--- src/rtl/score_lives_keeper.sv ---
// score_lives_keeper: two-digit BCD score, lives counter and the
// IDLE/PLAY/OVER game-phase FSM that feeds the seven-segment scanner.
module score_lives_keeper #(
  parameter int unsigned INIT_LIVES = 3,
  parameter int unsigned MAX_LIVES  = 9,
  parameter bit          BONUS_EN   = 1'b1
) (
  input  logic       ClkPort,
  input  logic       Reset_n,
  input  logic       start,
  input  logic       hit,
  input  logic       miss,
  output logic [3:0] score_ones,
  output logic [3:0] score_tens,
  output logic [3:0] lives,
  output logic       playing,
  output logic       game_over,
  output logic       life_lost
);

  localparam logic [3:0] INIT_L = 4'(INIT_LIVES);
  localparam logic [3:0] MAX_L  = 4'(MAX_LIVES);

  typedef enum logic [1:0] {
    IDLE = 2'd0,
    PLAY = 2'd1,
    OVER = 2'd2
  } state_e;

  state_e     state_q, state_d;
  logic [3:0] ones_q, ones_d;
  logic [3:0] tens_q, tens_d;
  logic [3:0] lives_q, lives_d;
  logic       life_lost_q, life_lost_d;
  logic       playing_q, game_over_q;
  logic       sync1_q, sync2_q, sync_dly_q;
  logic       start_re;
  logic       bonus;
  logic       gain;

  // Synchronize the raw start button and keep a delayed copy for edge detection.
  always_ff @(posedge ClkPort or negedge Reset_n) begin
    if (!Reset_n) begin
      sync1_q    <= 1'b0;
      sync2_q    <= 1'b0;
      sync_dly_q <= 1'b0;
    end else begin
      sync1_q    <= start;
      sync2_q    <= sync1_q;
      sync_dly_q <= sync2_q;
    end
  end

  assign start_re = sync2_q & ~sync_dly_q;

  // Game state, score, lives and registered status outputs.
  always_ff @(posedge ClkPort or negedge Reset_n) begin
    if (!Reset_n) begin
      state_q     <= IDLE;
      ones_q      <= '0;
      tens_q      <= '0;
      lives_q     <= INIT_L;
      life_lost_q <= 1'b0;
      playing_q   <= 1'b0;
      game_over_q <= 1'b0;
    end else begin
      state_q     <= state_d;
      ones_q      <= ones_d;
      tens_q      <= tens_d;
      lives_q     <= lives_d;
      life_lost_q <= life_lost_d;
      playing_q   <= (state_d == PLAY);
      game_over_q <= (state_d == OVER);
    end
  end

  // Next-state: phase transitions, BCD score increment and net lives change.
  always_comb begin
    state_d     = state_q;
    ones_d      = ones_q;
    tens_d      = tens_q;
    lives_d     = lives_q;
    life_lost_d = 1'b0;
    bonus       = 1'b0;
    gain        = 1'b0;
    unique case (state_q)
      IDLE, OVER: begin
        if (start_re) begin
          state_d = PLAY;
          ones_d  = '0;
          tens_d  = '0;
          lives_d = INIT_L;
        end
      end
      PLAY: begin
        if (hit) begin
          if (ones_q != 4'd9) begin
            ones_d = ones_q + 4'd1;
          end else if (tens_q != 4'd9) begin
            ones_d = '0;
            tens_d = tens_q + 4'd1;
            bonus  = 1'b1;
          end
        end
        gain = BONUS_EN & bonus;
        // A bonus and a miss on the same cycle cancel: no change, no pulse.
        if (gain && !miss) begin
          if (lives_q < MAX_L) begin
            lives_d = lives_q + 4'd1;
          end
        end else if (!gain && miss) begin
          lives_d     = lives_q - 4'd1;
          life_lost_d = 1'b1;
          if (lives_q == 4'd1) begin
            state_d = OVER;
          end
        end
      end
      default: state_d = IDLE;
    endcase
  end

  assign score_ones = ones_q;
  assign score_tens = tens_q;
  assign lives      = lives_q;
  assign playing    = playing_q;
  assign game_over  = game_over_q;
  assign life_lost  = life_lost_q;

endmodule
--- config.mk ---
export PLATFORM = sky130hd
export DESIGN_NAME = score_lives_keeper
export DESIGN_NICKNAME = d
export VERILOG_FILES = /design/src/rtl/score_lives_keeper.sv
export SDC_FILE = /design/constraint.sdc
export NUM_CORES = 1
export LEC_CHECK = 0
export ABC_AREA = 0
export CELL_PAD_IN_SITES_DETAIL_PLACEMENT = 0
export CELL_PAD_IN_SITES_GLOBAL_PLACEMENT = 1
export CORE_MARGIN = 1.5
export CORE_UTILIZATION = 26
export DETAILED_ROUTE_END_ITERATION = 8
export PLACE_DENSITY_LB_ADDON = 0.1
export SYNTH_ARGS = -nofsm -noshare
export SYNTH_HDL_FRONTEND = slang
export SYNTH_SLANG_ARGS = --single-unit
export TNS_END_PERCENT = 30
--- constraint.sdc ---
create_clock -name ClkPort -period 2.8 [get_ports ClkPort]
set_clock_uncertainty 0.15 [all_clocks]
set_input_delay 0.42 -clock ClkPort [delete_from_list [all_inputs] [get_ports ClkPort]]
set_output_delay 0.42 -clock ClkPort [all_outputs]
set_load 0.05 [all_outputs]
* Yosys cells after proc, flatten, opt, wreduce, memory -nomap -nowiden
Index checks and enable logic that the tools add are counted.
Storage, ports and cells: register bits 20, bits of input ports 5, output and inout port bits 15, word-level logic and storage cells 67
Operators by class: $add $sub $neg 4, $lt $le $gt $ge 1, eq/ne operators 14, mux-type cells 26, bitwise gates (word level) 2, reduce and logical (&&, ||, !) cells 10
Operator list (number):
- 4-bit two-way mux | 11
- 4-bit one-hot mux with 2 select lines | 3
- 4-bit by 1-bit adder with 4-bit output (second input constant) | 3
- 3-bit inequality test (second input constant) | 3
- 2-bit two-way mux | 4
- 2-bit inequality test (second input constant) | 4
- 4-bit inequality test (second input constant) | 2
- 4-bit AND reduction | 2
- 1-bit two-way mux | 7
- 5-bit AND reduction | 1
- 2-bit by 1-bit == test with 1-bit output (second input constant) | 2
- 2-bit == test (second input constant) | 2
- 4-bit by 1-bit == test with 1-bit output (second input constant) | 1
- 4-bit less-than comparator (second input constant) | 1
- 2-bit one-hot mux with 2 select lines | 1
- 4-bit by 1-bit subtractor with 4-bit output (second input constant) | 1
- 1-bit logical AND | 2
- 1-bit logical NOT | 2
- 2-bit logical NOT | 1
- 2-bit nonzero test | 1
- 2-bit OR reduction | 1
- 1-bit bitwise AND | 1
- 1-bit inverter | 1

* Depth between registers and ports, before layout
depth in word-level cells 11, gate-level depth with buffers 11, mapped depth without buffers 11

* Worst setup path before layout
OpenSTA, ideal clock, no wires.
path type reg-to-reg, start point register tens_q[1] (netlist: score_tens[1]), end point register lives_q[3] (netlist: lives[3]), arrival 2538 ps, path slack 35 ps, cell stages (with the launch flop) 11, path buffers 0, period minus slack after synthesis 2765 ps, cell sequence dfrtp_1 > inv_1 > ha_1 > and3b_1 > nor2_1 > nand2_1 > inv_1 > ha_1 > a311o_4 > or3_1 > a21oi_1
On the way: longest elaborated chain between the ends 9
Ends and longest elaborated chain:
- start, declared | RTL line 32 | logic [3:0] tens_q, tens_d;
- start signal, assigned | RTL line 69 | tens_q <= tens_d;
- 4-bit inequality test * | RTL line 99 | end else if (tens_q != 4'd9) begin
- 1-bit two-way mux * | RTL line 99
- 1-bit two-way mux * | RTL line 97 | if (ones_q != 4'd9) begin
- 1-bit two-way mux * | RTL line 96 | if (hit) begin
- 1-bit two-way mux * | RTL line 86 | unique case (state_q)
- 1-bit logical NOT | RTL line 111 | end else if (!gain && miss) begin
- 1-bit logical AND | RTL line 111
- 3-bit inequality test (no source line)
- 4-bit AND reduction (no source line)
- end signal, assigned | RTL line 70 | lives_q <= lives_d;
- end, declared | RTL line 33 | logic [3:0] lives_q, lives_d;
Every way passes the cells marked *; elsewhere a longest branch is shown, timed or not. The select of a mux whose other input is x is not followed. A chain may end at the register's enable or synchronous reset.

* Worst setup path in the final report
start point register tens_q[0] (netlist: score_tens[0]), end point register lives_q[3] (netlist: lives[3])
The elaborated chain is that of the path after synthesis.

==> results.md <==
- Among all flip-flop cells after synthesis, the most frequent one is dfrtp_1.
- The detailed-route vias per instance is roughly 4.7.
- In this run the post-CTS setup repair buffer count came out at 0.
- The number of warnings reported in the yosys synthesis log is 0.
- The total power divided by cell area is 1072 nW/µm².
- The root buffer cell chosen for the clock tree is clkbuf_8.
- The critical path goes through ha_1 > and3b_1 > nor2_1 > nand2_1 > inv_1 > ha_1 > a311o_4 > or3_1 > a21oi_1.
- The cell family contributing the most delay on the critical path is simple AND/OR/NAND/NOR gates.
- The class of the tightest hold or removal check is flip-flop to flip-flop.
- The area overhead of the layout relative to synthesis is 33.94%.
- CTS built an H-tree with a depth of 1.
- The data required time of the critical path is 2840 ps.
- In the final layout, the share of cells above drive strength 1 is 9.375%.
- The number of inserted filler cells in the final layout is about 410.
- The CTS tree is done.
- Sorting the synthesized cells by how often they occur yields dfrtp_1 (18), o21ai_0 (13), ha_1 (9), inv_1 (7), nor2_1 (7).
- In this run, flip-flops and latches consume 31.9% of the power.
- By area, the combinational part of the netlist is dominated by simple AND/OR/NAND/NOR gates.
- The combined buffer and inverter count along the critical path is 1.
- The estimated wirelength of the detail-placed design is 1.651 mm.
- In this run the static leakage power is 0.6262 nW.
- The initial antenna violation count came to 0.
- The most numerous cell on the critical path is ha_1.
- Pin placement for this block handled 20 I/O pins.
- The xor/xnor share of the synthesized area is 1.691%.
- The proportion of synthesized chip area in sequential cells is between 40% and 50%.
- The via count of the first global-routing pass is 809.
- The total length of routed wires is 2.185 mm.
- The clock net in this run drives a total of 20 sinks.
- After technology mapping, the gate count stands at 101.
- The total power is 1.487 mW.
- The total count of max-transition violations in the final report is 0.
- The final-report setup violation count is 0.
- Synthesis instantiated 30 different standard cells from the library.
- Of all flip-flops after synthesis, the portion carrying an async set or reset was 100.0%.
- Counting every net in the synthesized netlist gives 115.
- 0 antenna diodes ended up in the layout.
- The chip width is ~66 µm.
- The number of vias after detailed routing is 833.
- The highest cell delay on the worst timing path is 440 ps.
- The switching share of power is about 44%.
- The netlist area before placement is approximately 1000 µm².
- The design internal power is 0.8311 mW.
- The number of synthesized flops with an enable pin is 0.
- The first global-routing pass estimated 3.795 mm of wire.
- The placeable core region is 3744 µm².
- The number of cells upsized or downsized after cts is 0.
- By instance count, the leading cell after synthesis is dfrtp_1.
- In the routed design, unresolved DRC markers number 0.
- The category of the critical setup timing path is flip-flop to flip-flop.
- The floorplan has 22 rows.
- The overall track demand over capacity in global routing is approximately 12%.
- The starting density of the core is 27.67%.
- During placement, the flow inserted port buffers numbering 19.
- In this run the deepest clock path goes through 2 buffers.
- The actual transition at the worst max-transition pin is 511.0 ps.
- The die covers 4373 µm².
- The kind of capture point of the worst setup path is a flip-flop.
- The number of DRC markers after the initial detailed-route iteration is 19.
- The clock transition at the register clock pins on the worst setup and hold paths after CTS is 80 ps.
- The run finished with clean final reports.
- The average instance in the mapped netlist occupies 10.26 µm².
- Of all nets on the critical path, the largest fanout is 8.
- The congestion estimate from routability-driven global placement came to 0.8014.
- The count of nets left with antenna violations once routing finished came out at 0.
- The clock insertion delay at the later pin of the skew report is 260 ps.
- The number of buffers inserted during clock tree synthesis is 3.
- Timing would allow up to 0.4030 GHz.
- The count of nets after finishing is 143.
- The hold violation total from the final report is 0.
- The number of search-and-repair iterations in the first detailed-routing pass is 4.
- On the critical path, the stage with the largest delay is an instance of dfrtp_1.
- The library cell with the largest summed area after synthesis is dfrtp_1.
- Across the run, the number of max-cap violations was 0.
- Entering global routing, the biggest net connects 21 pins.
- After global routing the overflow that remains totals 0.
- Summed over all failing endpoints, the final setup total negative slack is 0 ps.
- Setup repair after global routing left no endpoint under its margin.
- Data arrives at the worst endpoint at 2520 ps.
- The number of hold buffers added after CTS was 0.
- The synthesized netlist devotes 10.87% of its cell area to adder and majority cells.
- The worst slew margin relative to its limit is 65.62%.
- Of the available clock period, the critical path in the final layout requires 88.61%.
- The net load switching power is 0.6559 mW.
- Counting flops and latches in the post-synthesis netlist gives 20.
- By area the synthesized netlist is led by dfrtp_1 (43%), ha_1 (11%), o21ai_0 (6.3%).
- The area share of and/or/nand/nor cells after synthesis is 18.36%.
- STA classifies the critical path startpoint as a flip-flop.
- Counting I/O delays and the setup requirement, the final critical path takes 2481 ps.
- The height of the chip is between 60 and 70 µm.
- The maximum vdd ir drop is 0.2841 mV.
- The clock network is responsible for 19.8% of the overall power.
- The synthesized netlist devotes 16.06% of its cell area to compound gates.
- In the final routed layout, each cell accounts on average for ~12 µm.
- The mux share of post-synthesis cell area is 1.932%.
- In this run, the combinational gates consume between 40% and 50% of the power.
- The share of synthesized area in the top cell type comes to between 40% and 50%.
==> cell usage in the layout (no fill, tap or decap) <==
cell type        instances
a21oi_1                  4
and2_1                   1
a311o_4                  1
o211ai_1                 1
nand2b_2                 1
clkdlybuf4s50_1         19
and3_1                   1
nand4_1                  1
bufinv_16                1
o2bb2ai_1                1
xnor2_1                  2
nor3b_1                  1
nand3_1                  4
nand2_1                  6
nor2_1                   7
inv_1                    7
o21ai_0                 13
nand3b_1                 2
dfrtp_1                 18
o31ai_1                  1
a22o_1                   1
mux2i_1                  2
nor4_1                   5
a31oi_1                  1
o21bai_1                 2
dfstp_2                  2
clkbuf_8                 3
or3_1                    2
nor2b_1                  1
a21o_1                   1
buf_4                    4
nand2b_1                 2
ha_1                     9
and3b_1                  1
==> power by group through the flow <==
stage	logic (mW)	clock network [mW]	registers (mW)
finish	0.717	0.295	0.475
global route	0.780	0.314	0.496
CTS	0.724	0.304	0.478
detailed placement	0.721	0	0.483
global placement	0.725	0	0.478
floorplan	0.260	0	0.701
==> layout make-up <==
type	instances	area (µm²)	share of cell area (%)
Clock buffer	3	41.29	2.976
Timing Repair Buffer	23	220.2	15.87
Tap cell	48	60.06	4.328
Clock inverter	1	30.03	2.164
Multi-Input combinational cell	74	506.7	36.52
Sequential cell	20	503.0	36.25
Inverter	7	26.28	1.894
==> per-layer routing <==
layer  wire [µm]  share of wire [%]  track usage, %  vias up
li1            -                  -               -      417
met1        1105                 51           16.10      394
met2         953                 44           17.50       18
met3          89                4.1           2.044        4
met4          37                1.7           5.357        0
met5           0                  0               0        -
==> path summary, 6_finish.rpt <==
| check | start | end | slack [ps] | depth (start not counted) |
|---|---|---|---|---|
| worst max-delay path | score_tens[0] | lives[3] | 320 | 9 |
| worst min-delay path | sync1_q | sync2_q | 210 | 0 |
| worst max register to register | score_tens[0] | lives[3] | 320 | 9 |
| worst min register to register | sync1_q | sync2_q | 210 | 0 |
| max in group asynchronous | Reset_n | lives[1] | 1900 | 2 |
| min in group asynchronous | Reset_n | score_tens[3] | 340 | 2 |
==> sequential cells by signal (all words and copies together), names as in the netlist <==
| register | cells |
|---|---|
| sync1_q | 1 |
| life_lost | 1 |
| sync_dly_q | 1 |
| playing | 1 |
| sync2_q | 1 |
| state_q | 2 |
| score_tens | 4 |
| game_over | 1 |
| lives | 4 |
| score_ones | 4 |
==> kinds of logic (layout without fill, tap and decap cells) <==
kind of cell	count (synthesis)	count (layout)
multiplexers	2	2
AO/OA/AOI/OAI	26	26
flip-flops	20	20
adder cells (fa/ha/maj)	9	9
AND/OR/NAND/NOR	35	35
XOR/XNOR	2	2
buffers and inverters	7	34
==> stage by stage <==
step	utilization, %	setup WS [ps]	instances	cell area (µm²)	hold WS [ps]
global placement	35.16	388.7	172	1316	189.5
global route	37.07	141.9	176	1388	219.0
detailed placement	35.16	328.3	172	1316	196.5
floorplan	-	34.53	101	1036	-25.59
finish	37.07	318.9	176	1388	212.0
CTS	37.07	310.2	176	1388	215.8
Note: power is estimated with default switching activity, not from simulation.
